$ cat config.mk
export PLATFORM = sky130hd
export DESIGN_NAME = alu
export DESIGN_NICKNAME = d
export VERILOG_FILES = /design/src/rtl/alu_pkg.sv /design/src/rtl/alu_muldiv.sv /design/src/rtl/alu.sv
export SDC_FILE = /design/constraint.sdc
export NUM_CORES = 1
export LEC_CHECK = 0
export ABC_AREA = 0
export ABC_CLOCK_PERIOD_IN_PS = 3500
export BUFFER_PORTS_ARGS = -buffer_cell sky130_fd_sc_hd__buf_2
export CORE_MARGIN = 10
export CORE_UTILIZATION = 46
export DETAILED_ROUTE_END_ITERATION = 10
export HOLD_SLACK_MARGIN = 0.12
export PLACE_DENSITY_LB_ADDON = 0.12
export SETUP_SLACK_MARGIN = 0.02
export SLEW_MARGIN = 15
export SYNTH_ARGS = -nofsm -noshare
export SYNTH_HDL_FRONTEND = slang
export SYNTH_SLANG_ARGS = --single-unit
$ cat constraint.sdc
create_clock -name clk -period 3.5 [get_ports clk]
set_clock_uncertainty 0.2 [all_clocks]
set_input_delay 0.35 -clock clk [delete_from_list [all_inputs] [get_ports clk]]
set_output_delay 0.35 -clock clk [all_outputs]
set_load 0.005 [all_outputs]
$ cat src/rtl/alu_pkg.sv
// alu_pkg: op codes, FSM states and multiply/divide step count shared by the ALU files
package alu_pkg;
  typedef enum logic [3:0] {
    OP_ADD, OP_ADC, OP_SUB, OP_SBB, OP_AND, OP_OR, OP_XOR, OP_NOT,
    OP_SHL, OP_SHR, OP_MUL, OP_MULH, OP_DIV, OP_MOD, OP_PASS, OP_CMP
  } op_e;
  typedef enum logic [1:0] {S_IDLE, S_RUN, S_DONE} state_e;
  localparam int MULDIV_STEPS = 8;
endpackage

$ cat src/rtl/alu_muldiv.sv
// alu_muldiv: 8-step shift-add multiplier / restoring divider (start,div,a,b -> busy,product,quotient,remainder,div0,valid)
module alu_muldiv
  import alu_pkg::*;
(
  input  logic        clk,
  input  logic        rst,
  input  logic        start,
  input  logic        div,
  input  logic [7:0]  a,
  input  logic [7:0]  b,
  output logic        busy,
  output logic [15:0] product,
  output logic [7:0]  quotient,
  output logic [7:0]  remainder,
  output logic        div0,
  output logic        valid
);
  logic        mode;
  logic [7:0]  a_r, b_r;
  logic [15:0] w, w_n;
  logic [2:0]  cnt;
  logic [8:0]  msum, t;
  logic        ge;
  always_comb begin
    msum = {1'b0, w[15:8]} + {1'b0, w[0] ? a_r : 8'd0};
    t    = {w[15:8], w[7]};
    ge   = t >= {1'b0, b_r};
    w_n  = mode ? {ge ? 8'(t - {1'b0, b_r}) : t[7:0], w[6:0], ge} : {msum, w[7:1]};
  end
  assign product   = w_n;
  assign quotient  = w_n[7:0];
  assign remainder = w_n[15:8];
  assign valid     = busy && cnt == 3'(MULDIV_STEPS - 1);
  always_ff @(posedge clk) begin
    if (rst) begin
      busy <= 1'b0;
      cnt  <= '0;
    end else if (start) begin
      busy <= 1'b1;
      cnt  <= '0;
      mode <= div;
      a_r  <= a;
      b_r  <= b;
      div0 <= b == 8'd0;
      w    <= {8'd0, div ? a : b};
    end else if (busy) begin
      w    <= w_n;
      cnt  <= cnt + 3'd1;
      busy <= !valid;
    end
  end
endmodule

$ cat src/rtl/alu.sv
// alu: 8-bit ALU, single-cycle arith/logic plus 8-step mul/div (clk,rst,start,op,a,b,cin -> result,carry,overflow,done,busy,flags_we)
module alu
  import alu_pkg::*;
#(
  parameter bit FLAGS_ON_LOGIC = 1'b1
) (
  input  logic       clk,
  input  logic       rst,
  input  logic       start,
  input  logic [3:0] op,
  input  logic [7:0] a,
  input  logic [7:0] b,
  input  logic       cin,
  output logic [7:0] result,
  output logic       carry,
  output logic       overflow,
  output logic       done,
  output logic       busy,
  output logic       flags_we
);
  state_e      state;
  logic [3:0]  op_r;
  logic        accept, is_md, is_logic;
  logic [8:0]  sum, dif;
  logic [7:0]  sc_res;
  logic        sc_c, sc_v;
  logic [15:0] md_p;
  logic [7:0]  md_q, md_r;
  logic        md_div0, md_valid;
  assign accept   = start && state != S_RUN;
  assign is_md    = op inside {OP_MUL, OP_MULH, OP_DIV, OP_MOD};
  assign is_logic = op inside {OP_AND, OP_OR, OP_XOR, OP_NOT, OP_SHL, OP_SHR, OP_PASS};
  assign sum      = {1'b0, a} + {1'b0, b} + {8'd0, op == OP_ADC && cin};
  assign dif      = {1'b0, a} - {1'b0, b} - {8'd0, op == OP_SBB && cin};
  always_comb begin
    sc_res = '0;
    sc_c   = 1'b0;
    sc_v   = 1'b0;
    case (op_e'(op))
      OP_ADD, OP_ADC: begin
        sc_res = sum[7:0];
        sc_c   = sum[8];
        sc_v   = a[7] == b[7] && sum[7] != a[7];
      end
      OP_SUB, OP_SBB, OP_CMP: begin
        sc_res = dif[7:0];
        sc_c   = dif[8];
        sc_v   = a[7] != b[7] && dif[7] != a[7];
      end
      OP_AND:  sc_res = a & b;
      OP_OR:   sc_res = a | b;
      OP_XOR:  sc_res = a ^ b;
      OP_NOT:  sc_res = ~a;
      OP_SHL: begin
        sc_res = {a[6:0], 1'b0};
        sc_c   = a[7];
      end
      OP_SHR: begin
        sc_res = {1'b0, a[7:1]};
        sc_c   = a[0];
      end
      OP_PASS: sc_res = a;
      default: ;
    endcase
  end
  alu_muldiv u_muldiv (
    .clk       (clk),
    .rst       (rst),
    .start     (accept && is_md),
    .div       (op[2]),
    .a         (a),
    .b         (b),
    .busy      (busy),
    .product   (md_p),
    .quotient  (md_q),
    .remainder (md_r),
    .div0      (md_div0),
    .valid     (md_valid)
  );
  always_ff @(posedge clk) begin
    if (rst) begin
      state    <= S_IDLE;
      op_r     <= '0;
      result   <= '0;
      carry    <= 1'b0;
      overflow <= 1'b0;
      done     <= 1'b0;
      flags_we <= 1'b0;
    end else begin
      done     <= 1'b0;
      flags_we <= 1'b0;
      if (accept) begin
        op_r <= op;
        if (is_md) begin
          state <= S_RUN;
        end else begin
          state    <= S_DONE;
          result   <= sc_res;
          carry    <= sc_c;
          overflow <= sc_v;
          done     <= 1'b1;
          flags_we <= !is_logic || FLAGS_ON_LOGIC;
        end
      end else if (state == S_RUN) begin
        if (md_valid) begin
          state    <= S_DONE;
          result   <= op_r == OP_MUL ? md_p[7:0] : op_r == OP_MULH ? md_p[15:8] : op_r == OP_DIV ? md_q : md_r;
          carry    <= op_r[2] ? md_div0 : |md_p[15:8];
          overflow <= op_r[2] ? md_div0 : |md_p[15:8];
          done     <= 1'b1;
          flags_we <= 1'b1;
        end
      end else if (state == S_DONE) begin
        state <= S_IDLE;
      end
    end
  end
endmodule

Word level (Yosys, flattened, before mapping)
Cells that the tools add are included.
- flip-flop bits (word level): 55
- latch bits: 0
- RAM bits: 0
- ROM bits: 0
- input bits: 24
- output and inout bits: 13
- word-level logic and storage cells: 112
- memories kept: 0
- add/subtract/negate cells: 7
- multiply operators: 0
- divide/modulo/power cells: 0
- $lt $le $gt $ge: 1
- eq/ne operators: 28
- shift-type cells: 0
- multiplexer cells: 34
- bitwise logic cells: 5
- reductions and logical operators: 23
- operator list (kind ; count):
    8-bit two-way mux ; 11
    8-bit case mux with 9 select lines ; 1
    4-bit equality test, second input constant ; 11
    16-bit two-way mux ; 2
    8-bit by 8-bit adder with 9-bit output ; 2
    4-bit by 3-bit equality test with 1-bit output, second input constant ; 4
    1-bit two-way mux ; 13
    2-bit two-way mux ; 5
    9-bit by 1-bit adder with 9-bit output ; 1
    9-bit by 8-bit >= comparator with 1-bit output ; 1
    8-bit by 8-bit subtractor with 9-bit output ; 1
    9-bit by 1-bit subtractor with 9-bit output ; 1
    8-bit AND ; 1
    4-bit by 2-bit equality test with 1-bit output, second input constant ; 2
    8-bit logical NOT ; 1
    8-bit inverter ; 1
    8-bit bitwise OR ; 1
    8-bit OR reduction ; 1
    8-bit subtractor ; 1
    8-bit bitwise XOR ; 1
    1-bit logical AND ; 7
    2-bit AND reduction ; 3
    2-bit nonzero test ; 3
    4-bit by 1-bit equality test with 1-bit output, second input constant ; 1
    other kinds (19) ; 22

Depth between registers and ports, before layout
- depth after elaboration: 9
- gate-level depth with buffers: 15
- mapped depth without buffers: 13

By module
A second synthesis with hierarchy kept.
- cell total of the unflattened synthesis: 637
- area total of the unflattened synthesis: 5476.5 um^2
- by module, submodules not included (module ; times used ; cells each ; area each (um^2) ; seq. area each (um^2)):
    alu ; 1 ; 381 ; 2855.2 ; 340.3
    alu_muldiv ; 1 ; 256 ; 2621.3 ; 1101.1

Least setup slack after synthesis
Ideal clock, no wire load.
- path type: input to register
- start: input op[2]
- end: register overflow
- setup time: 117 ps
- data arrival time: 3291 ps
- data required time: 3183 ps
- setup slack: -108 ps
- stages on the path: 15
- buffers on the path: 3
- cells stage by stage: clkbuf_1 -> buf_1 -> clkbuf_1 -> nand4b_1 -> fa_1 -> inv_1 -> ha_1 -> o21ai_0 -> a2111oi_0 -> o21ai_0 -> nand2b_1 -> xnor2_1 -> xnor2_1 -> o32ai_1 -> a32o_1
- cells in the longest elaborated chain, start to end: 8
- elaborated cells on any way between the ends: 25
- classes of those cells: 2 x add/sub; 11 x eq/ne; 3 x mux; 9 x reduce/logical
- RTL lines (what ; line ; text):
    start: declaration ; alu.sv:10 ; input logic [3:0] op,
    4-bit by 2-bit equality test with 1-bit output or 4-bit by 1-bit equality test with 1-bit output (tied branches) ; alu.sv:34, alu.sv:39, alu.sv:33 ;
    1-bit logical AND (on tied branches) ; alu.sv:34, alu.sv:33 ;
    9-bit by 1-bit subtractor with 9-bit output or 9-bit by 1-bit adder with 9-bit output (tied branches) ; alu.sv:34, alu.sv:33 ;
    1-bit != test (on tied branches) ; alu.sv:48, alu.sv:43 ;
    1-bit logical AND (on tied branches) ; alu.sv:48, alu.sv:43 ;
    1-bit case mux with 2 select lines ; alu.sv:39 ; case (op_e'(op))
    1-bit two-way mux ; alu.sv:94 ; if (is_md) begin
    1-bit two-way mux ; alu.sv:92 ; if (accept) begin
    end signal: assignment ; alu.sv:100 ; overflow <= sc_v;
    end signal: assignment ; alu.sv:109 ; overflow <= op_r[2] ? md_div0 : |md_p[15:8];
    end: declaration ; alu.sv:16 ; output logic overflow,
Parallel ways exist; a longest one is shown, timed or not. The select of a mux whose other input is x is not followed.
A chain may end at the register's enable or synchronous reset.

Worst setup path in the final report
- start: input b[3]
- end: register result[7]
- cells in the longest elaborated chain, start to end: 5
- elaborated cells on any way between the ends: 7
- classes of those cells: 4 x add/sub; 3 x mux
- RTL lines (what ; line ; text):
    start: declaration ; alu.sv:12 ; input logic [7:0] b,
    8-bit by 8-bit subtractor with 9-bit output or 8-bit by 8-bit adder with 9-bit output (tied branches) ; alu.sv:34, alu.sv:33 ;
    9-bit by 1-bit subtractor with 9-bit output or 9-bit by 1-bit adder with 9-bit output (tied branches) ; alu.sv:34, alu.sv:33 ;
    8-bit case mux with 9 select lines (*) ; alu.sv:39 ;
    8-bit two-way mux (*) ; alu.sv:94 ;
    8-bit two-way mux (*) ; alu.sv:92 ;
    end signal: assignment ; alu.sv:98 ; result <= sc_res;
    end signal: assignment ; alu.sv:107 ; result <= op_r == OP_MUL ? md_p[7:0] : op_r == OP_MULH ? md_p[15:8] : op_r == OP_DIV ? md_q : md_r;
    end: declaration ; alu.sv:14 ; output logic [7:0] result,
Every way passes the cells marked *; elsewhere a longest branch is shown, timed or not. The select of a mux whose other input is x is not followed.

==> impl_metrics.ini <==
[run_status]
status = finished clean

[floorplanning]
die_x_um = 124
dieArea_um2 = 15400
io_pins = 37
core_um2 = 10700
dieHeight_um = 124
start_util_pct = 46.6
fp-row-count = 38

[synth]
yosys_most_used_dff = edfxtp_1
synth_edf_count = 34
syn-num-nets = 667
postSynthAreaPerCell_um2 = 8.49
netlist_area_um2 = 5000
synth_seq_cells = 55
synthDistinctLibCells = 72
synth_warnings = 0
ys_seq_area_share_pct = 28.8
async_reset_ff_share_pct = 0
syn-instance-count = 589

[route]
dr.pass1.iters = 5
antenna_left = 0
routed_wl_um = 14800
via_per_inst = 5.92
drcViolationCount = 0
drt-initial-drc-count = 255
num_vias = 4592
wl_per_cell_um = 19.1

[worst_hold_path]
hp-class = input pin to flop

[run]
max-cap-violations = 0

[pwr]
p_per_area_nw_per_um2 = 305
irDropWorstVdd_v = 0.000155
p_leak_uw = 0.00242

[setup_path]
path_cells = dlygate4sd3_1, buf_2, inv_1, ha_1, ha_1, nor4_1, a2111oi_2, o21ai_0, nand2b_1, xnor2_1, nor2_1, o31ai_1, a311oi_1
critPathRequiredTime_ns = 3.50
reg2reg_to = overflow$_SDFFE_PP0P_
r2r_start = u_muldiv.w[0]$_DFFE_PP_
cpMostUsedCell = ha_1
cp-startpoint = b[3]
cp_slowest_cell = dlygate4sd3_1
crit_path_end = result[7]$_SDFFE_PP0P_
slowest_delay_ns = 0.51
rrSetupSlack_ns = 0.23
critPathCaptureType = flop
r2r_cells = 12
path_class = input pin to flop
crit_arrival_ns = 3.27
crit_path_max_fanout = 5
startpoint_type = input pin

[sta]
setup_viol = 0
slew_violations = 0
worst_pin_slew_ns = 0.511
whs_ns = 0.144
hold_viol = 0
rsz0062_at_grt = no
slew_headroom_pct = 65.9
fmax_ghz = 0.306
period_share_pct = 93.5
setup_tns_ns = 0
finalCriticalPeriod_ns = 3.27

[placement]
dp_hpwl_um = 11600
io_buffers = 36
dp.cells = 758
dpl_cell_area_um2 = 5350
place.gp.congestion = 0.927

[clocking]
cts_tree = yes
clkSlewWorstSetupHoldPaths_ns = 0.11
clk_latency_ns = 0.33
numCtsBuffers = 5
ctsHtreeMaxLevel = 2
post_cts_buffers = 0
cts_root_buffer = clkbuf_8
cts_sinks = 55
cts_buffer_depth = 2

[global_route]
grt_usage_pct = 18.6
grt-ovfl-total = 0
grt_max_degree = 40
antenna_found_initial = 0
grt_pass1_vias = 4629
grt_first_pass_wirelength_um = 24100

[cells_and_area]
n_antenna_cell = 0
postLayoutCellArea_um2 = 5540
instances_no_fill = 776
nNetsFinal = 713
drive_above_1_share_pct = 12.7
area.growth.synth_to_final_pct = 10.8
[metrics by stage]
stage / utilization, % / setup WS, ns / total power (uW)
2_1_floorplan: - / 0.0593 / 1140
3_3_place_gp: 49.8 / 0.175 / 1300
3_5_place_dp: 49.8 / 0.0948 / 1310
4_1_cts: 51.5 / 0.180 / 1690
5_1_grt: 51.6 / 0.0216 / 1790
6_report: 51.6 / 0.229 / 1690
[Yosys cell counts, drive strengths merged (4+ instances only)]
cell type  count  area share, %
fa             6            2.4
o21ai         28            2.8
o21a           5           0.75
nand2b         7           0.88
and2          11            1.4
xnor2         11            1.9
nand3         14            1.5
and3           5           0.63
a31oi          9            1.3
nor2b         11            1.4
o22a           4           0.73
o211ai         8            1.2
nand4          4           0.50
o311ai         4           0.70
o211a          9            1.8
inv           41            3.1
ha            48             12
edfxtp        34             20
a211oi        11            1.8
a21o           7            1.1
buf            6           0.68
nand2         50            3.8
a21oi         52            5.2
nor3          15            1.5
mux2i         19            3.8
xor2           8            1.4
dfxtp         21            8.4
o22ai          8            1.1
nor2          58            4.4
clkbuf        21            2.6
[power breakdown]
part           switching (uW)  total (uW)  internal (uW)  leakage (uW)
Sequential               21.4         746            724      0.000481
Combinational             336         567            231       0.00189
Clock                     230         376            146     0.0000504
Total                     588        1690           1100       0.00242
[worst min-delay path by stage]
stage	start	endpoint	slack, ns	depth (start not counted)
floorplan	op_r[0]$_SDFFE_PP0P_	op_r[0]$_SDFFE_PP0P_	0.24	2
global placement	op_r[0]$_SDFFE_PP0P_	op_r[0]$_SDFFE_PP0P_	0.25	2
detailed placement	op_r[0]$_SDFFE_PP0P_	op_r[0]$_SDFFE_PP0P_	0.26	2
CTS	a[7]	u_muldiv.a_r[7]$_DFFE_PP_	0.12	1
global route	a[7]	u_muldiv.a_r[7]$_DFFE_PP_	0.13	1
finish	a[7]	u_muldiv.a_r[7]$_DFFE_PP_	0.14	1
[worst max-delay path, delay by kind of cell]
family,cells,cell delay (ns)
buffers and inverters,3,0.73
AOI/OAI and AO/OA,4,0.73
and+or+nand+nor,3,0.60
adders and majority gates,2,0.60
xor gates and xnor gates,1,0.25
[cell usage in the layout (no fill, tap or decap), drive strengths merged, types with 3 or more instances in the layout]
| cell type | synthesis | layout |
|---|---|---|
| nor3 | 15 | 15 |
| nor2 | 58 | 58 |
| o21a | 5 | 5 |
| edfxtp | 34 | 34 |
| xnor2 | 11 | 11 |
| or2 | 3 | 3 |
| a31oi | 9 | 9 |
| buf | 6 | 56 |
| and2 | 11 | 11 |
| nor2b | 11 | 11 |
| dfxtp | 21 | 21 |
| xor2 | 8 | 8 |
| a21o | 7 | 7 |
| o221ai | 3 | 3 |
| o211ai | 8 | 8 |
| nor4 | 3 | 3 |
| a22oi | 3 | 3 |
| mux2i | 19 | 19 |
| or3 | 3 | 3 |
| a21oi | 52 | 52 |
| and3 | 5 | 5 |
| fa | 6 | 6 |
| o311ai | 4 | 4 |
| o21ai | 28 | 28 |
| nand2b | 7 | 7 |
| nand4 | 4 | 4 |
| a311oi | 3 | 3 |
| nand3 | 14 | 14 |
| dlygate4sd3 | 0 | 10 |
| clkbuf | 21 | 5 |
| ha | 48 | 48 |
| a211oi | 11 | 11 |
| o22a | 4 | 4 |
| o211a | 9 | 9 |
| a2111oi | 3 | 3 |
| inv | 41 | 43 |
| o22ai | 8 | 8 |
| nand2 | 50 | 50 |
[layer usage]
| metal | vias to the layer above | wire (um) | GRT usage, % |
|---|---|---|---|
| li1 | 2256 | - | - |
| met1 | 2168 | 6570 | 22.7 |
| met2 | 146 | 7270 | 33.0 |
| met3 | 22 | 607 | 1.74 |
| met4 | 0 | 390 | 6.72 |
| met5 | - | 0 | 0 |
[state kept, by name, indices dropped and copies added, names as in the netlist]
name and count:
result 8, carry 1, state 2, u_muldiv.a_r 8, flags_we 1, u_muldiv.w 16
op_r 4, u_muldiv.div0 1, u_muldiv.cnt 3, u_muldiv.b_r 8, u_muldiv.busy 1, overflow 1
u_muldiv.mode 1
[cells by family after synthesis]
logic type,Yosys count,synth area share [%]
compound gates,180,24.5
mux,21,4.25
flops,55,28.8
simple gates,192,18.4
buf+inv,68,6.33
xor+xnor,19,3.33
fa+ha+maj,54,14.4
[timing repair]
item	CTS	global route
gates resized for setup	0	2
hold buffers	10	0
hold endpoints to repair	10	0
endpoints found under the setup margin	0	2
[layout make-up]
type,instances,area [um2]
inverters,41,154
multi-input cells,466,3250
well taps,140,175
clock inverters,3,22.5
repair buffers,66,430
clock buffers,5,68.8
fillers,1067,5200
flip-flops and latches,55,1440
Note: power is estimated with default switching activity, not from simulation.
